[src/rtl/mpy_seq_pkg.sv]
// Shared types and constants for the sequential shift-add multiplier.
// State encodings are fixed so that debug dumps stay comparable across builds.
package mpy_seq_pkg;

  localparam int MPY_DEFAULT_WIDTH = 32;

  typedef enum logic [1:0] {
    MPY_IDLE = 2'd0,
    MPY_CALC = 2'd1,
    MPY_FIN  = 2'd2
  } mpy_state_e;

endpackage

[src/rtl/mpy_seq_if.sv]
// Start/done handshake and operand/result bus between the execute stage and mpy_seq.
interface mpy_seq_if
  import mpy_seq_pkg::*;
#(
  parameter int WIDTH = MPY_DEFAULT_WIDTH
);

  logic                 start;
  logic                 sgn;
  logic [WIDTH-1:0]     a;
  logic [WIDTH-1:0]     b;
  logic                 busy;
  logic                 done;
  logic [2*WIDTH-1:0]   p;
  logic                 N;
  logic                 Z;

  modport master (output start, sgn, a, b, input busy, done, p, N, Z);
  modport slave  (input start, sgn, a, b, output busy, done, p, N, Z);

endinterface

[src/rtl/mpy_seq_cneg.sv]
// Combinational conditional two's-complement negate: y = c ? -x : x (modulo 2^W).
module mpy_cneg #(
  parameter int W = 8
) (
  input  logic         c,
  input  logic [W-1:0] x,
  output logic [W-1:0] y
);

  assign y = c ? (~x + W'(1)) : x;

endmodule

[src/rtl/mpy_seq.sv]
// Radix-2 shift-add WIDTH x WIDTH multiplier behind a start/done handshake, with N/Z flags.
// Optional MPY_EARLY_TERM_EN: leave CALC as soon as the remaining multiplier bits are zero.
module mpy_seq
  import mpy_seq_pkg::*;
#(
  parameter int WIDTH = MPY_DEFAULT_WIDTH
) (
  input  logic     clk,
  input  logic     reset_n,
  mpy_seq_if.slave bus
);

  localparam int CNT_W = $clog2(WIDTH + 1);
  localparam int PW    = 2 * WIDTH;

  mpy_state_e       state_q, state_d;
  logic [WIDTH-1:0] mcand_q, mcand_d, mul_q, mul_d;
  logic [WIDTH-1:0] a_mag, b_mag;
  logic [PW-1:0]    acc_q, acc_d, p_q, p_d;
  logic [PW-1:0]    p_res, step_acc;
  logic [WIDTH:0]   hi_sum;
  logic [CNT_W-1:0] cnt_q, cnt_d;
  logic             neg_q, neg_d, n_q, n_d, z_q, z_d, done_q, done_d;
  logic             early_exit, last_iter;

  mpy_cneg #(.W(WIDTH)) u_mag_a (.c(bus.sgn & bus.a[WIDTH-1]), .x(bus.a), .y(a_mag));
  mpy_cneg #(.W(WIDTH)) u_mag_b (.c(bus.sgn & bus.b[WIDTH-1]), .x(bus.b), .y(b_mag));
  mpy_cneg #(.W(PW))    u_res   (.c(neg_q), .x(acc_q), .y(p_res));

  // The add carry lands in the accumulator MSB as the whole word shifts right.
  assign hi_sum    = {1'b0, acc_q[PW-1:WIDTH]} + {1'b0, mcand_q};
  assign step_acc  = mul_q[0] ? {hi_sum, acc_q[WIDTH-1:1]} : {1'b0, acc_q[PW-1:1]};
  assign last_iter = (cnt_q == CNT_W'(1));

`ifdef MPY_EARLY_TERM_EN
  assign early_exit = (mul_q == '0);
`else
  assign early_exit = 1'b0;
`endif

  always_ff @(posedge clk or negedge reset_n) begin
    if (!reset_n) state_q <= MPY_IDLE;
    else          state_q <= state_d;
  end

  always_comb begin
    state_d = state_q;
    case (state_q)
      MPY_IDLE: if (bus.start) state_d = MPY_CALC;
      MPY_CALC: if (early_exit || last_iter) state_d = MPY_FIN;
      MPY_FIN:  state_d = MPY_IDLE;
      default:  state_d = MPY_IDLE;
    endcase
  end

  always_comb begin
    mcand_d = mcand_q;
    mul_d   = mul_q;
    acc_d   = acc_q;
    cnt_d   = cnt_q;
    neg_d   = neg_q;
    p_d     = p_q;
    n_d     = n_q;
    z_d     = z_q;
    done_d  = 1'b0;
    case (state_q)
      MPY_IDLE: begin
        if (bus.start) begin
          mcand_d = a_mag;
          mul_d   = b_mag;
          neg_d   = bus.sgn & (bus.a[WIDTH-1] ^ bus.b[WIDTH-1]);
          acc_d   = '0;
          cnt_d   = CNT_W'(WIDTH);
        end
      end
      MPY_CALC: begin
        // Skipped iterations add nothing, so their combined effect is a plain shift.
        if (early_exit) begin
          acc_d = acc_q >> cnt_q;
        end else begin
          acc_d = step_acc;
          mul_d = mul_q >> 1;
          cnt_d = cnt_q - CNT_W'(1);
        end
      end
      MPY_FIN: begin
        p_d    = p_res;
        n_d    = p_res[PW-1];
        z_d    = (p_res == '0);
        done_d = 1'b1;
      end
      default: ;
    endcase
  end

  always_ff @(posedge clk or negedge reset_n) begin
    if (!reset_n) begin
      mcand_q <= '0;
      mul_q   <= '0;
      acc_q   <= '0;
      cnt_q   <= '0;
      neg_q   <= 1'b0;
      p_q     <= '0;
      n_q     <= 1'b0;
      z_q     <= 1'b1;
      done_q  <= 1'b0;
    end else begin
      mcand_q <= mcand_d;
      mul_q   <= mul_d;
      acc_q   <= acc_d;
      cnt_q   <= cnt_d;
      neg_q   <= neg_d;
      p_q     <= p_d;
      n_q     <= n_d;
      z_q     <= z_d;
      done_q  <= done_d;
    end
  end

  assign bus.busy = (state_q != MPY_IDLE);
  assign bus.done = done_q;
  assign bus.p    = p_q;
  assign bus.N    = n_q;
  assign bus.Z    = z_q;

endmodule

[src/flat_wrapper.sv]
// flat-port wrapper written by rule: the top's interface ports become plain ports
module mpy_seq_flat import mpy_seq_pkg::*;
#(
  parameter int WIDTH = MPY_DEFAULT_WIDTH
)
  (clk, reset_n, bus_start, bus_sgn, bus_a, bus_b, bus_busy, bus_done, bus_p, bus_N, bus_Z);
  mpy_seq_if #(.WIDTH(WIDTH)) bus_i ();
  input  logic clk;
  input  logic reset_n;
  input wire logic [$bits(bus_i.start)-1:0] bus_start;
  input wire logic [$bits(bus_i.sgn)-1:0] bus_sgn;
  input wire logic [$bits(bus_i.a)-1:0] bus_a;
  input wire logic [$bits(bus_i.b)-1:0] bus_b;
  output wire logic [$bits(bus_i.busy)-1:0] bus_busy;
  output wire logic [$bits(bus_i.done)-1:0] bus_done;
  output wire logic [$bits(bus_i.p)-1:0] bus_p;
  output wire logic [$bits(bus_i.N)-1:0] bus_N;
  output wire logic [$bits(bus_i.Z)-1:0] bus_Z;
  assign bus_i.start = bus_start;
  assign bus_i.sgn = bus_sgn;
  assign bus_i.a = bus_a;
  assign bus_i.b = bus_b;
  assign bus_busy = bus_i.busy;
  assign bus_done = bus_i.done;
  assign bus_p = bus_i.p;
  assign bus_N = bus_i.N;
  assign bus_Z = bus_i.Z;
  mpy_seq #(.WIDTH(WIDTH)) u_core (.clk(clk), .reset_n(reset_n), .bus(bus_i));
endmodule
[config.mk]
export PLATFORM = sky130hd
export DESIGN_NAME = mpy_seq_flat
export DESIGN_NICKNAME = d
export VERILOG_FILES = /design/src/rtl/mpy_seq_pkg.sv /design/src/rtl/mpy_seq_if.sv /design/src/rtl/mpy_seq_cneg.sv /design/src/rtl/mpy_seq.sv /design/src/flat_wrapper.sv
export SDC_FILE = /design/constraint.sdc
export NUM_CORES = 1
export LEC_CHECK = 0
export BUFFER_PORTS_ARGS = -buffer_cell sky130_fd_sc_hd__buf_4
export CAP_MARGIN = 20
export CORE_MARGIN = 5
export CORE_UTILIZATION = 25
export CTS_CLUSTER_DIAMETER = 30
export DETAILED_ROUTE_END_ITERATION = 16
export GPL_ROUTABILITY_DRIVEN = 1
export PLACE_DENSITY = 0.51
export SYNTH_ARGS = -nofsm -noshare
export SYNTH_HDL_FRONTEND = slang
export SYNTH_SLANG_ARGS = --single-unit
[constraint.sdc]
create_clock -name clk -period 4.2 [get_ports clk]
set_input_delay 0.42 -clock clk [delete_from_list [all_inputs] [get_ports clk]]
set_output_delay 0.42 -clock clk [all_outputs]
set_load 0.02 [all_outputs]
### Word-level counts from Yosys, hierarchy flattened

Index checks and enable logic that the tools add are counted.

| operators by class | value |
|---|---|
| multiplexer cells | 14 |
| reduce and logical (&&, ||, !) cells | 7 |
| equal/unequal tests | 5 |
| bitwise operators | 7 |
| $add $sub $neg | 5 |

Operators with widths:

| operator | count |
|---|---|
| $mux W64 | 3 |
| $pmux W64 S2 | 1 |
| $mux W32 | 3 |
| $add A32 B1 Y32 const B | 2 |
| $add A64 B1 Y64 const B | 1 |
| $logic_not A64 Y1 | 1 |
| $not A32 Y32 | 2 |
| $not A64 Y64 | 1 |
| $pmux W32 S2 | 1 |
| $add A32 B32 Y33 | 1 |
| $pmux W6 S2 | 1 |
| $eq A6 B1 Y1 const B | 1 |
| $mux W6 | 1 |
| $reduce_and A2 Y1 | 3 |
| $sub A6 B1 Y6 const B | 1 |
| $mux W2 | 2 |
| $pmux W2 S2 | 1 |
| $reduce_bool A2 Y1 | 2 |
| $and A1 B1 Y1 | 3 |
| $eq A2 B1 Y1 const B | 1 |
| $eq A2 B2 Y1 const B | 1 |
| $logic_not A2 Y1 | 1 |
| $ne A2 B1 Y1 const B | 1 |
| $ne A2 B2 Y1 const B | 1 |
| 2 further kinds | 2 |

| storage, ports and cells | value |
|---|---|
| word-level logic and storage cells | 48 |
| flip-flop bits (word level) | 204 |
| bits of input ports | 68 |

### Logic depth before layout (Yosys ltp)

| depth | value |
|---|---|
| depth after elaboration | 5 |
| mapped depth | 12 |
| depth with buffers taken out | 12 |

### Cells and area by module

From an unflattened synthesis, not the netlist that was laid out.

| unflattened totals | value |
|---|---|
| cell total of the unflattened synthesis | 1475 |
| area total of the unflattened synthesis | 12968.7 µm² |

Modules (own cells, without submodules):

| module | instances | area an instance (µm²) | seq. area each (µm²) | cells an instance |
|---|---|---|---|---|
| mpy_seq | 1 | 9765.6 | 5081.1 | 1071 |
| mpy_cneg (u_core.u_res) | 1 | 1649.1 | 0.0 | 206 |
| mpy_cneg (u_core.u_mag_a ...) | 2 | 777.0 | 0.0 | 99 |

### Worst setup path before layout

No wires, ideal clock.

| timing | value |
|---|---|
| path type | register -> register |
| from | register u_core.acc_q[10] |
| to | register u_core.z_q, in the netlist u_core.bus.Z |
| setup slack | 1.095 ns |
| required time | 4.114 ns |
| arrival time | 3.019 ns |
| buffers on the path | 1 |
| cell stages (with the launch flop) | 11 |
| period minus slack after synthesis | 3.105 ns |
| cell sequence | dfrtp_1 > buf_6 > or4_4 > or4_4 > nor3_4 > nand2_2 > or4_4 > nor4b_2 > a41o_1 > o21ai_1 > o31ai_2 |

| on the way | value |
|---|---|
| cells in the longest elaborated chain, start to end | 4 |

Ends and longest elaborated chain:

| item | line | RTL |
|---|---|---|
| start: declaration | mpy_seq.sv:19 | `logic [PW-1:0] acc_q, acc_d, p_q, p_d;` |
| start signal: assignment | mpy_seq.sv:100 | `acc_q <= '0;` |
| start signal: assignment | mpy_seq.sv:110 | `acc_q <= acc_d;` |
| $not A64 Y64 | mpy_seq_cneg.sv:10 | `assign y = c ? (~x + W'(1)) : x;` |
| $add A64 B1 Y64 | mpy_seq_cneg.sv:10 |  |
| $mux W64 * | mpy_seq_cneg.sv:10 |  |
| $logic_not A64 Y1 * | mpy_seq.sv:89 | `z_d = (p_res == '0);` |
| end signal: assignment | mpy_seq.sv:115 | `z_q <= z_d;` |
| end: declaration | mpy_seq.sv:23 | `logic neg_q, neg_d, n_q, n_d, z_q, z_d, done_q, done_d;` |

Mark *: on every way between the ends. The rest lies on a longest branch, timed or not.
A chain may end at the register's enable or synchronous reset.

### Worst setup path in the final report

| timing | value |
|---|---|
| from | register u_core.acc_q[16] |
| to | register u_core.z_q, in the netlist u_core.bus.Z |

The elaborated chain is that of the path after synthesis.

==> results.py <==
metrics = {
    "logic_synthesis": {
        "seq_area_frac_synth_pct": 38.3,
        "yosys.area.top_type_share_pct": 38.1,
        "synth.largest_area_cell": "dfrtp_1",
        "syn_inst": 1556,
        "yosys_warnings": 0,
        "syn_area_per_cell_sq_um": 8.53,
        "ys.flop_type": "dfrtp_1",
        "synth_edf_count": 0,
        "ys_seq_elements": 203,
        "synth_area_leaders": "dfrtp_1 38%, o21ai_0 8.9%, nand2_1 7.7%",
        "synth_area_sq_um": 13300,
        "syn_nets": 1663,
        "async_reset_ff_share_pct": 100,
        "synth_cell_types": 86,
    },
    "drt": {
        "wl_per_cell_um": 17.4,
        "drt_first_pass_iters": 5,
        "drc_errors": 0,
        "vias": 11777,
        "viasPerCell": 4.91,
        "final_antenna_net_count": 0,
        "routed_wl_um": 41700,
        "dr.first_iter.drc_count": 778,
    },
    "power_and_ir_drop": {
        "leakage_nw": 7.04,
        "p_total_w": 0.0141,
        "power_density_nw_per_um2": 844,
        "combPwrFrac_pct": 43.7,
        "vdd_ir_drop_max_mv": 0.305,
        "switchingPower_w": 0.00607,
        "p_int_w": 0.00806,
        "p_sw_share_pct": 43.0,
        "p_seq_share_pct": 26.2,
        "clkPwrFrac_pct": 30.1,
    },
    "global_route": {
        "grt.met1_usage_pct": 19.8,
        "grt_pass1_vias": 11466,
        "use_met3_pct": 3.36,
        "antenna_found_initial": 0,
        "grt_remaining_overflow": 0,
        "grt-busiest-layer": "met2",
        "grt_max_degree": 103,
        "grt_pass1_wl_um": 65600,
        "grt_use_met2_pct": 21.6,
        "grt.total_usage_pct": 14.1,
    },
    "sta": {
        "slew_violations": 0,
        "fmax_ghz": 0.280,
        "fin_crit_ns": 3.57,
        "maxSlewHeadroom_pct": 28.6,
        "rsz0062_at_grt": "false",
        "fin_crit_sh_pct": 84.9,
        "setup_violations": 0,
        "tightest_slew_ns": 1.07,
        "fin_skew_ns": 0.0203,
        "tns_ns": 0,
        "fin_ws_ns": 0.633,
        "timing_hold_violations_final": 0,
    },
    "placement": {
        "io_buffers": 135,
        "place_hpwl_um": 30900,
        "place_inst": 2292,
        "dp_slack_ns": 0.652,
        "gp_congestion": 0.845,
    },
    "floorplan": {
        "die_x_um": 240,
        "start_util_pct": 25.3,
        "die_h_um": 240,
        "pin_count": 136,
        "std_cell_rows": 84,
        "core_sq_um": 52600,
        "dieArea_sq_um": 57800,
    },
    "clocking": {
        "post_cts_resize_count": 0,
        "tritoncts": "built",
        "clkSinkCount": 203,
        "numCtsBuffers": 56,
        "clkTransAtPathRegs_ns": 0.04,
        "cts-root-buf": "clkbuf_16",
        "post_cts_buffers": 0,
        "cts.htree.levels": 2,
        "cts_max_path_buffers": 3,
        "clk_latency_ns": 0.60,
    },
    "finish": {
        "final_util_pct": 31.9,
        "multiInputGateArea_sq_um": 7580,
        "area_growth_syn_to_layout_pct": 26.1,
        "drive_gt1_share_pct": 17.5,
        "seq_area_sq_um": 5080,
        "final_cell_count_no_fill": 2397,
        "final_common_cell": "nand2_1",
        "nets": 1770,
        "insertedDiodeCount": 0,
        "most-common-layout-cells": "271 x nand2_1, 237 x o21ai_0, 201 x dfrtp_1",
        "fillers": 5569,
    },
    "critical_path": {
        "crit_slowest_cell": "or4_4",
        "cp_slowest_stage_delay_ns": 0.65,
        "rr_startpoint": "u_core.acc_q[16]",
        "startpoint": "u_core.acc_q[16]",
        "crit_chain": "or4_4 -> or4_4 -> nor3_4 -> nand4b_1 -> mux2_2 -> a32oi_1 -> nor4_1 -> nand4_1 -> o31ai_2",
        "critPathKind": "flip-flop to flip-flop",
        "cp.arrival_ns": 4.06,
        "start_kind": "flip-flop",
        "end_kind": "flip-flop",
        "cp_max_fo": 8,
        "crit_path_frequent_cell": "or4_4",
        "crit_required_ns": 4.69,
    },
    "flow_run": {
        "max_cap_violations": 0,
    },
    "outcome": {
        "status": "completed",
    },
    "worst_hold_path": {
        "hp-class": "input pin to flip-flop",
        "hp-start": "bus_a[31]",
    },
}
==> sequential cells by signal, indices dropped and copies added, names as in the netlist <==
register         cells
u_core.acc_q        64
u_core.bus.N         1
u_core.bus.Z         1
u_core.bus.done      1
u_core.bus.p        63
u_core.cnt_q         6
u_core.mcand_q      32
u_core.mul_q        32
u_core.neg_q         1
u_core.state_q       2
==> Yosys cell counts, drive strengths merged, types with 3 or more instances <==
cell type  count
o31ai         21
or3           15
buf           27
nor2b          8
ha            38
dfrtp        202
nor2          56
a21oi         67
o41ai         16
a211oi         6
xor2          80
nand4         18
a211o          4
a31oi         10
mux2           4
o211ai         4
o21bai         4
nand3         48
nor3          29
o21ai        244
nand2        274
nor4          34
or4b           3
clkbuf        78
o21a           4
a21o          14
inv           27
o31a           4
a21boi         3
xnor2         70
or2            6
a22oi         30
mux2i         19
and3           6
a32o           3
nor3b         11
or4           18
nor4b          4
and2           6
a32oi          3
nand2b         8
and4           3
==> per-stage QoR <==
stage / hold slack [ns] / instance area, sq um
detailed placement: 0.469 / 14800
CTS: 0.0573 / 16700
global route: 0.106 / 16700
floorplan: 0.124 / 13300
finish: 0.0979 / 16700
global placement: 0.463 / 14800
==> cell families (layout without fill, tap and decap cells) <==
family	after synthesis	count (layout)	share of synthesized area, %
and+or+nand+nor	553	553	21.0
adders and majority gates	39	39	3.73
xor gates and xnor gates	150	150	9.89
DFF	203	203	38.3
buffers and inverters	133	286	4.88
muxes	23	23	1.77
AOI/OAI and AO/OA	455	455	20.4
==> worst max-delay path, delay by kind of cell (launching register included) <==
kind	cells	cell delay, ns
DFF	1	0.50
muxes	1	0.28
and+or+nand+nor	6	2.37
AOI/OAI and AO/OA	2	0.32
==> power by group through the flow <==
| stage | logic [W] | clock network, W | registers (W) |
|---|---|---|---|
| after CTS | 0.00622 | 0.00435 | 0.00370 |
| final | 0.00618 | 0.00425 | 0.00371 |
| after global placement | 0.00614 | 0 | 0.00369 |
| after detailed placement | 0.00618 | 0 | 0.00372 |
| after floorplan | 0.00467 | 0 | 0.00336 |
| after global routing | 0.00689 | 0.00445 | 0.00382 |
==> layer usage <==
layer / routed length [um] / vias to the layer above
met2: 18400 / 273
met5: 0 / -
met4: 1060 / 0
met3: 2390 / 66
met1: 19800 / 5604
li1: - / 5834
==> cell type report <==
class                           count  share of cell area (%)
Timing Repair Buffer              155                    7.08
Clock inverter                     29                    2.16
Multi-Input combinational cell   1220                    45.3
Tap cell                          688                    5.14
Sequential cell                   203                    30.3
Clock buffer                       75                    9.39
Inverter                           27                   0.605
==> repair_timing <==
action,in CTS,in global routing
hold endpoints to repair,35,0
hold buffers,1,0
endpoints found under the setup margin,0,0
==> final timing paths <==
kind / slack, ns / cells past startpoint / end
max: 0.63 / 9 / u_core.bus.Z
min: 0.1 / 3 / u_core.mcand_q[31]
max reg2reg: 0.63 / 9 / u_core.bus.Z
min reg2reg: 0.47 / 2 / u_core.bus.p[49]
max in group asynchronous: 2.70 / 3 / u_core.state_q[1]
min in group asynchronous: 0.44 / 2 / u_core.bus.p[35]
Power figures use the tool's default switching activity.
